`src/rtl/grayscale_wr_engine.sv`:
```
// grayscale_wr_engine: drains 512-bit result lines from the grayscale output
// FIFO into consecutive cache-line write requests, honouring the write
// channel's almost-full back-pressure, and reports completion once every
// issued line has been acknowledged.
module grayscale_wr_engine #(
  parameter int ADDR_WIDTH = 42,
  parameter int LEN_WIDTH  = 32
) (
  input  logic                  clk,
  input  logic                  reset_n,
  input  logic                  start,
  input  logic [ADDR_WIDTH-1:0] base_addr,
  input  logic [LEN_WIDTH-1:0]  num_lines,
  input  logic [511:0]          fifo_deq_data,
  input  logic                  fifo_not_empty,
  output logic                  fifo_deq_en,
  input  logic                  wr_almost_full,
  output logic                  wr_req_valid,
  output logic [ADDR_WIDTH-1:0] wr_req_addr,
  output logic [511:0]          wr_req_data,
  input  logic                  wr_rsp_valid,
  output logic                  busy,
  output logic                  done,
  output logic [LEN_WIDTH-1:0]  lines_sent,
  output logic [LEN_WIDTH-1:0]  lines_acked,
  output logic                  rsp_error
);

  localparam logic [1:0] IDLE  = 2'd0;
  localparam logic [1:0] RUN   = 2'd1;
  localparam logic [1:0] DRAIN = 2'd2;

  logic [1:0]            state;
  logic [1:0]            state_nxt;
  logic [ADDR_WIDTH-1:0] base_q;
  logic [LEN_WIDTH-1:0]  num_q;
  logic                  accept;
  logic                  fire;
  logic                  ack_ok;
  logic                  last_fire;
  logic                  all_acked;

  // A start only counts when idle; it is silently dropped mid-job.
  assign accept = (state == IDLE) && start;

  // One line moves per cycle while running, data is present, the channel has
  // room and the job still has lines left to send.
  assign fire = (state == RUN) && fifo_not_empty && !wr_almost_full &&
                (lines_sent < num_q);

  assign fifo_deq_en = fire;
  assign busy        = (state != IDLE);

  // lines_sent already includes the request currently on wr_req_valid, so a
  // response in the same cycle as its request is legal.
  assign ack_ok = wr_rsp_valid && (lines_acked < lines_sent);

  assign last_fire = fire && (LEN_WIDTH'(lines_sent + 1'b1) == num_q);

  // The job completes on the cycle the final acknowledgement lands, not one
  // cycle after it.
  assign all_acked = (lines_acked == num_q) ||
                     (ack_ok && (LEN_WIDTH'(lines_acked + 1'b1) == num_q));

  // Next-state decode for the IDLE / RUN / DRAIN sequencer.
  always_comb begin
    // NOTE: default first so every path assigns state_nxt and no latch forms.
    state_nxt = state;
    case (state)
      IDLE:    if (start) state_nxt = (num_lines == '0) ? IDLE : RUN;
      RUN:     if (last_fire) state_nxt = DRAIN;
      DRAIN:   if (all_acked) state_nxt = IDLE;
      default: state_nxt = IDLE;
    endcase
  end

  // Job control: state, latched job parameters, progress counters, flags.
  always_ff @(posedge clk or negedge reset_n) begin
    if (!reset_n) begin
      state       <= IDLE;
      base_q      <= '0;
      num_q       <= '0;
      lines_sent  <= '0;
      lines_acked <= '0;
      done        <= 1'b0;
      rsp_error   <= 1'b0;
    end else begin
      // NOTE: non-blocking throughout so every register sees pre-edge values.
      state <= state_nxt;
      if (accept) begin
        base_q      <= base_addr;
        num_q       <= num_lines;
        lines_sent  <= '0;
        lines_acked <= '0;
        done        <= (num_lines == '0);
        // The new job has nothing outstanding, so a response now is spurious.
        rsp_error   <= wr_rsp_valid;
      end else begin
        if (fire) lines_sent <= lines_sent + 1'b1;
        if (wr_rsp_valid) begin
          if (ack_ok) lines_acked <= lines_acked + 1'b1;
          else        rsp_error   <= 1'b1;
        end
        if ((state == DRAIN) && all_acked) done <= 1'b1;
      end
    end
  end

  // Write request register: one-cycle latency from FIFO pop to request.
  always_ff @(posedge clk or negedge reset_n) begin
    if (!reset_n) begin
      // NOTE: the wide data register is reset too, so the port reads zero
      // out of reset rather than stale X.
      wr_req_valid <= 1'b0;
      wr_req_addr  <= '0;
      wr_req_data  <= '0;
    end else begin
      wr_req_valid <= fire;
      if (fire) begin
        wr_req_addr <= base_q + ADDR_WIDTH'(lines_sent);
        wr_req_data <= fifo_deq_data;
      end
    end
  end

endmodule
```
`config.mk`:
```
export PLATFORM = sky130hd
export DESIGN_NAME = grayscale_wr_engine
export DESIGN_NICKNAME = d
export VERILOG_FILES = /design/src/rtl/grayscale_wr_engine.sv
export SDC_FILE = /design/constraint.sdc
export NUM_CORES = 1
export LEC_CHECK = 0
export BUFFER_PORTS_ARGS = -buffer_cell sky130_fd_sc_hd__clkbuf_2
export CORE_AREA = 4 4 465 467
export DETAILED_ROUTE_END_ITERATION = 7
export DIE_AREA = 0 0 469 471
export HOLD_SLACK_MARGIN = 0.1
export PLACE_DENSITY = 0.45
export SETUP_SLACK_MARGIN = 0.1
export SLEW_MARGIN = 20
export SYNTH_ARGS = -nofsm -noshare
export SYNTH_HDL_FRONTEND = slang
export SYNTH_SLANG_ARGS = --single-unit
```
`constraint.sdc`:
```
create_clock -name clk -period 3.3 [get_ports clk]
set_clock_uncertainty 0.15 [all_clocks]
set_input_delay 0.495 -clock clk [delete_from_list [all_inputs] [get_ports clk]]
set_output_delay 0.495 -clock clk [all_outputs]
set_load 0.02 [all_outputs]
```
# After elaboration in Yosys (flattened, before gate mapping)
# Index checks and enable logic that the tools add are counted.
# totals
regBits	697
latch_bits	0
ramBits	0
romBits	0
in_bits	592
output_inout_bits	623
elab_cells	59
mem_count	0
# op_classes
addsub	3
n_mul	0
div	0
order_cmp	2
n_eq_ne	9
n_shift	0
muxes	15
n_bitwise	0
n_reduce_logical	20
# op_table
operator	count
2-to-1 mux 32 bit	5
equality test 32 bit	3
adder 32 x 1 -> 32 bit, second input constant	2
less-than comparator 32 bit	2
adder 42 x 32 -> 42 bit	1
logical NOT 32 bit	1
nonzero test 2 bit	5
logical AND 1 bit	8
inequality test 2 bit, second input constant	4
2-to-1 mux 1 bit	6
2-to-1 mux 2 bit	3
one-hot mux 2 bit (3 select lines)	1
AND reduction 2 bit	2
AND reduction 3 bit	1
equality test 2 x 1 -> 1 bit, second input constant	1
equality test 2 bit, second input constant	1
logical NOT 2 bit	1
logical NOT 1 bit	1
logical OR 1 bit	1

# Logic depth before layout (Yosys ltp)
# Gate-level depths: netlist of the first run.
# depth
word_depth	7
mapped_depth	14

# Worst setup path before layout of the first run
# Ideal clock, no wire load.
# synth_timing
path_type	register to output
from	reg lines_sent[9]
to	out fifo_deq_en
arrival_time_ps	2398
setup_slack_ps	257
path_stages_with_launch	11
path_cell_list	dfrtp_1 > ha_1 > a21oi_1 > o21ai_0 > a221oi_1 > o311ai_0 > o21a_1 > inv_1 > buf_6 > buf_6 > clkbuf_1
# synth_between
elab_chain_len	2
# synth_rtl
item	line	source
start: declaration	24	output logic [LEN_WIDTH-1:0] lines_sent,
start signal: assignment	99	if (fire) lines_sent <= lines_sent + 1'b1;
less-than comparator 32 bit	49	(lines_sent < num_q);
logical AND 1 bit	48	assign fire = (state == RUN) && fifo_not_empty && !wr_almost_full &&
end: declaration	16	output logic fifo_deq_en,
# No other way between the ends.

# Worst setup path in the final report of the first run
# layout_timing
from	reg num_q[7]
to	out fifo_deq_en
# layout_between
elab_chain_len	2
# layout_rtl
item	line	source
start: declaration	36	logic [LEN_WIDTH-1:0] num_q;
start signal: assignment	92	num_q <= num_lines;
less-than comparator 32 bit	49	
logical AND 1 bit	48	
# No other way between the ends.

==> results of run 1 <==
[placed cells by master (no fill, tap or decap), drive strengths merged, types with 15 or more instances in the layout]
cell type and n:
diode 28, dlygate4sd3 589, o21ai 153, nor4 32
o31ai 15, a211oi 16, buf 296, clkbuf 1339
nor2 84, or3 30, a21o 27, ha 97
xnor2 73, clkinv 18, a21oi 122, nand2 1791
inv 97, dfrtp 697, nor3 22, nand4 40
a31oi 17, xor2 54, and2 15, and3 20
nand3 51
[cell type report]
class,instances,area share (%)
diodes,28,0.1307
flip-flops and latches,697,32.58
clock inverters,46,1.331
well taps,2821,6.586
inverters,89,0.6560
repair buffers,2102,27.69
multi-input cells,2790,26.16
clock buffers,124,4.875
[path summary, 6_finish.rpt]
check	endpoint	cells past startpoint
min	wr_req_data[145]$_DFFE_PN0P_	2
min reg2reg	wr_req_data[188]$_DFFE_PN0P_	2
min in group clk	wr_req_data[188]$_DFFE_PN0P_	2
max reg2reg	wr_req_data[372]$_DFFE_PN0P_	15
max in group asynchronous	lines_sent[4]$_DFFE_PN0P_	3
max	fifo_deq_en	10
[critical path, delay by kind of cell (launching register included)]
kind	cells	cell delay [ps]
AO/OA/AOI/OAI	4	1000
adder cells (fa/ha/maj)	1	220
buffers and inverters	4	490
flip-flops	1	390
AND/OR/NAND/NOR	1	80
[layer usage]
layer | vias to the layer above | track usage [%]
met1 | 17125 | 21.25
li1 | 16240 | -
met5 | - | 0
met3 | 351 | 5.177
met4 | 10 | 9.974
met2 | 1457 | 28.04
[state kept, by name, summed over array words and instances (netlist names)]
name,flops
done,1
lines_sent,32
lines_acked,32
num_q,32
rsp_error,1
state,2
wr_req_data,512
base_q,42
wr_req_addr,42
wr_req_valid,1
[cells by family (layout without fill, tap and decap cells)]
kind of cell | Yosys count | in the layout | synth area share [%]
other cells | 0 | 28 | 0
mux | 8 | 8 | 0.2516
fa+ha+maj | 98 | 98 | 3.817
compound gates | 418 | 418 | 7.738
flops | 697 | 697 | 53.96
xor+xnor | 127 | 127 | 3.441
buf+inv | 281 | 2361 | 3.693
simple gates | 2139 | 2139 | 27.10
[power breakdown]
part	internal, W	total, W	switching, W
Sequential	0.0108	0.0126	0.00175
Combinational	0.00497	0.0153	0.0103
Clock	0.00664	0.0111	0.00451
Total	0.0224	0.0390	0.0166
[cell usage after synthesis, drive strengths merged (6+ instances only)]
cell type,n
and2,15
a21o,27
o21a,8
xnor2,73
nand4,40
or4,8
nor4,32
nand2b,10
o211ai,8
or3,30
mux2i,7
clkbuf,130
a21oi,122
nand3,51
nor3,22
o21bai,7
nor2,84
a31oi,17
nand2,1791
o31ai,15
and3,20
a211oi,16
nor4b,6
inv,89
buf,62
ha,97
o21ai,153
and4,13
xor2,54
dfrtp,697
[through the flow]
stage	TNS, ps	cells	total power, W	worst slack (ps)	cell area [um2]
6_report	-12990	8697	0.03901	-284.2	53590
3_5_place_dp	-11570	7874	0.02694	-144.5	43520
3_3_place_gp	-15530	7874	0.02689	-281.5	43520
4_1_cts	-6462	8658	0.03927	-305.3	53200
2_1_floorplan	0	3768	0.01912	257.2	32320
5_1_grt	-54200	8685	0.04107	-392.8	53560
[repair_timing]
| item | 4_1_cts | 5_1_grt |
|---|---|---|
| cloned | 2 | 2 |
| resized for setup | 50 | 43 |
| pin swaps | 15 | 13 |
| hold buffers | 589 | 0 |
| endpoints found under the hold margin | 612 | 0 |
| setup buffers | 23 | 9 |
| endpoints found under the setup margin | 535 | 584 |
==> flow_summary.yaml, run 1 <==
run_status:
  status: "finished with violations"
  violations: "setup timing"
setup_path:
  cp_cell_sequence: "inv_2, ha_4, a21oi_4, nand3_2, o211ai_1, o311ai_2, buf_4, o21a_4, inv_12, clkbuf_16"
  path_max_fanout: 2
  crit_path_start_kind: "flip-flop"
  crit_path_max_incr_delay_ps: 400
  crit_path_top_delay_cell: "o211ai_1"
  reg2reg_from: "num_q[7]$_DFFE_PN0P_"
  cp-end-kind: "primary output"
  startpoint: "num_q[7]$_DFFE_PN0P_"
  rrSetupSlack_ps: -190
  cp.arrival_ps: 2940
  required_ps: 2650
  critPathKind: "flip-flop to primary output"
grt:
  grt_pass1_vias: 36153
  grt_pass1_wl_um: 278500
  antenna_found_initial: 42
  grt_max_degree: 100
  grt_usage_pct: 17.65
  grt_overflow: 0
route:
  first_pass_iters: 5
  drc: 0
  route.met2.wl_um: 91530
  drtIter0Drc: 2390
  wire_per_inst_um: 23.36
  viasPerCell: 4.045
  wl_met3_um: 16700
  vias: 35183
  met1Wirelength_um: 81580
  wl_um: 203100
  top_layer: "met5"
  antenna_left: 0
layout:
  nFillCells: 22910
  drive_gt1_share_pct: 30.04
  nets: 6462
  seqCellArea_um2: 17460
  syn_to_final_growth_pct: 65.80
  multi_input_area_um2: 14020
  finish.utilization_pct: 25.32
clocking:
  cts_buffers: 92
  clk_latency_ps: 740
  path_clk_slew_ps: 70
  cts_tree: "built"
  h-tree-depth: 3
  cts_num_sinks: 697
  cts_root_buf: "clkbuf_16"
  cts_max_path_buffers: 3
placed_design:
  dpl.hpwl_um: 162900
  routabilityCongestion: 1.048
  port_buffers: 1214
timing:
  timing.final.crit_share_pct: 108.6
  setup_viol_count_final: 170
  worst_slack_ps: -284.2
  finalMaxSlewViolations: 0
  min_period_ps: 3584
  max_freq_mhz: 279.0
  worstMarginPinSlew_ps: 798.5
  rsz0062_at_grt: "yes"
  holdWs_ps: 246.5
  hold_viol: 0
  relSlewSlack_pct: 46.77
die:
  die_h_um: 471
  dieWidth_um: 469
  die_area_um2: 220900
  start_util_pct: 15.27
  ios: 1215
  num_rows: 169
  core-area_um2: 211700
run:
  maxCapViolCount: 0
pwr:
  vdd_drop_max_mv: 0.4010
  pwr_density_cell_nw_per_um2: 728.0
  p_leak_nw: 27.53
synth:
  synth_fp_nets: 4458
  synth_top_area_share_pct: 53.96
  synth_warnings: 0
  synth_cell_types: 82
  ys_seq_elements: 697
  syn_inst: 3768
  synthTopCellsByArea: "dfrtp_1 54%, nand2_1 21%, ha_1 3.8%"
  syn_area_um2: 32320
  synth-seq-area-share_pct: 53.96
  syn_area_per_cell_um2: 8.578
  synth.largest_area_cell: "dfrtp_1"
  synthFlopType: "dfrtp_1"
  ys_async_sr_fraction_pct: 100.0
  synth_enable_flop_cells: 0
hold_path:
  hp-class: "input port to async pin"
(Power assumes the default switching activity.)
==> run 2, diff against run 1 <==
- CORE_AREA: 4 4 465 467 -> 4 4 474 476
- CTS_BUF_LIST: not set -> sky130_fd_sc_hd__clkbuf_2 sky130_fd_sc_hd__clkbuf_4 sky130_fd_sc_hd__clkbuf_8
- DIE_AREA: 0 0 469 471 -> 0 0 478 480
- PLACE_DENSITY: 0.45 -> 0.44
- RECOVER_POWER: not set -> 100
==> run 2 against run 1 <==
Wire length is 2.4% higher. The flow finishes with violations (capacitance limit, slew limit, setup timing). Count of clock-buffer cells in the layout is 100 higher. Critical path type unchanged. Clock power fell by 7%. Final area rose by 5.7%.
==> flow_summary.yaml, run 2 (synthesis results as in run 1) <==
clocking:
  cts_num_sinks: 697
  h-tree-depth: 4
  cts_tree: "built"
  path_clk_slew_ps: 60
  cts_max_path_buffers: 3
  clk_latency_ps: 900
  cts_root_buf: "clkbuf_8"
  cts_buffers: 142
die:
  num_rows: 173
  core-area_um2: 221000
  die_h_um: 480
  ios: 1215
  dieWidth_um: 478
  start_util_pct: 14.63
  die_area_um2: 229400
layout:
  finish.utilization_pct: 25.64
  largest-register: "wr_req_data"
  largest_reg_flops: 512
  final_cells: 9317
  final_common_cell: "nand2_1"
  final_cell_mix: "1789 x nand2_1, 949 x dlygate4sd3_1, 686 x dfrtp_1"
  drive_gt1_share_pct: 19.98
  nets: 6903
  top_regs: "wr_req_data x512, base_q x42, wr_req_addr x42"
  nFillCells: 24045
  syn_to_final_growth_pct: 75.33
hold_path:
  min-delay-start: "fifo_deq_data[464]"
  min_path_cells: 4
  holdPathEnd: "wr_req_data[464]$_DFFE_PN0P_"
  hp-class: "input port to flip-flop"
grt:
  grt_overflow: 0
  grt_pass1_wl_um: 287000
  grt_pass1_vias: 38185
  grt_max_degree: 101
  grt_usage_pct: 17.41
  antenna_found_initial: 41
pwr:
  sequentialPowerShare_pct: 33.4
  p_leak_nw: 27.23
  p_comb_share_pct: 39.7
  vdd_drop_max_mv: 0.4168
  pwr_density_cell_nw_per_um2: 674.7
  clkPwrFrac_pct: 26.9
  p_sw_w: 0.01693
  p_int_w: 0.02131
  p_sw_share_pct: 44.27
setup_path:
  rrSetupSlack_ps: -220
  cp_top_family: "compound AO/OA/AOI/OAI gates"
  path_buf_inv: 5
  ff2ff_path_depth: 6
  path_max_fanout: 2
  required_ps: 2650
  crit_path_top_delay_cell: "dfrtp_2"
  crit_top_cell: "buf_4"
  cp.arrival_ps: 3140
  cp-end-kind: "primary output"
  cp_cell_sequence: "buf_4, ha_1, nand2_2, a2111oi_4, o211ai_1, o311ai_1, buf_4, o21a_4, inv_8, buf_12, clkbuf_8"
  crit_path_start_kind: "flip-flop"
  reg2reg_from: "state[0]$_DFFE_PN0P_"
  critPathKind: "flip-flop to primary output"
  crit_path_max_incr_delay_ps: 430
  r2r_end: "base_q[9]$_DFFE_PN0P_"
route:
  vias: 37161
  viasPerCell: 3.989
  drtIter0Drc: 2373
  antenna_left: 0
  drc: 0
  wire_per_inst_um: 22.32
  wl_um: 208000
  first_pass_iters: 7
placed_design:
  dp_cells: 8072
  port_buffers: 1214
  routabilityCongestion: 0.9951
  dpl.hpwl_um: 163000
timing:
  rsz0062_at_grt: "yes"
  finalMaxSlewViolations: 95
  max_freq_mhz: 264.5
  holdWs_ps: 242.5
  setup_viol_count_final: 5
  worstMarginPinSlew_ps: 1562
  timing.final.crit_share_pct: 114.6
  relSlewSlack_pct: -4.154
  worst_slack_ps: -480.5
  min_period_ps: 3780
  hold_viol: 0
run_status:
  violations: "capacitance limit, slew limit, setup timing"
  status: "finished with violations"
run:
  maxCapViolCount: 1
-- run 2: worst max path at each step --
| stage | start | end | slack (ps) | cells past startpoint |
|---|---|---|---|---|
| 6_report | lines_sent[8]$_DFFE_PN0P_ | fifo_deq_en | -480 | 11 |
| 5_1_grt | lines_sent[19]$_DFFE_PN0P_ | fifo_deq_en | -660 | 11 |
| 4_1_cts | lines_sent[5]$_DFFE_PN0P_ | fifo_deq_en | -620 | 11 |
| 3_5_place_dp | lines_sent[9]$_DFFE_PN0P_ | wr_req_data[217]$_DFFE_PN0P_ | -20 | 12 |
| 3_3_place_gp | lines_sent[10]$_DFFE_PN0P_ | fifo_deq_en | -10 | 10 |
| 2_1_floorplan | lines_sent[9]$_DFFE_PN0P_ | fifo_deq_en | 260 | 10 |
-- run 2: cell type report --
class                      instances  area, um2  area share, %
multi-input combinational       2790      14130          24.93
clock inverter                    29      346.6         0.6116
antenna                           20      50.05        0.08831
clock buffer                     224       2814          4.965
inverter                          89      341.6         0.6027
sequential                       697      17460          30.80
tap                             2975       3722          6.568
timing repair buffer            2493      17810          31.43
-- run 2: timing repair --
| action | in CTS | in global routing |
|---|---|---|
| endpoints found under the hold margin | 1181 | 0 |
| setup endpoints to repair | 336 | 530 |
| buffers inserted | 10 | 9 |
| gates cloned | 2 | 2 |
| pin swaps | 8 | 41 |
| hold buffers | 950 | 0 |
| gates resized for setup | 35 | 104 |
-- run 2: metal layers --
metal / share of wire (%) / track usage [%] / vias to the layer above
li1: - / - / 17149
met2: 44 / 27.06 / 1545
met5: 0.077 / 0.2278 / -
met4: 7.2 / 10.70 / 14
met1: 40 / 21.03 / 18036
met3: 8.4 / 5.355 / 417
-- run 2: worst register-to-register path, cell delays in order (launching register included) --
cell and delay (ps):
dfrtp_1 390, nor2_1 340, and2_1 1080, clkbuf_4 750, nand2_1 130, dlygate4sd3_1 580, nand2_1 60
-- run 2: metrics by stage --
stage | area (um2) | setup WS, ps | total power (W) | TNS [ps]
2_1_floorplan | 32320 | 257.2 | 0.01912 | 0
3_3_place_gp | 44130 | -10.14 | 0.02725 | -19.85
3_5_place_dp | 44130 | -20.88 | 0.02729 | -110.7
4_1_cts | 57110 | -621.2 | 0.03905 | -621.2
5_1_grt | 56650 | -662.0 | 0.04034 | -17190
6_report | 56670 | -480.5 | 0.03824 | -1182
-- run 2: power groups by stage --
stage	sequential [W]	clock [W]	combinational, W
2_1_floorplan	0.0147	0	0.00447
4_1_cts	0.0127	0.0107	0.0156
6_report	0.0128	0.0103	0.0152
3_3_place_gp	0.0128	0	0.0145
5_1_grt	0.0130	0.0110	0.0163
3_5_place_dp	0.0128	0	0.0145
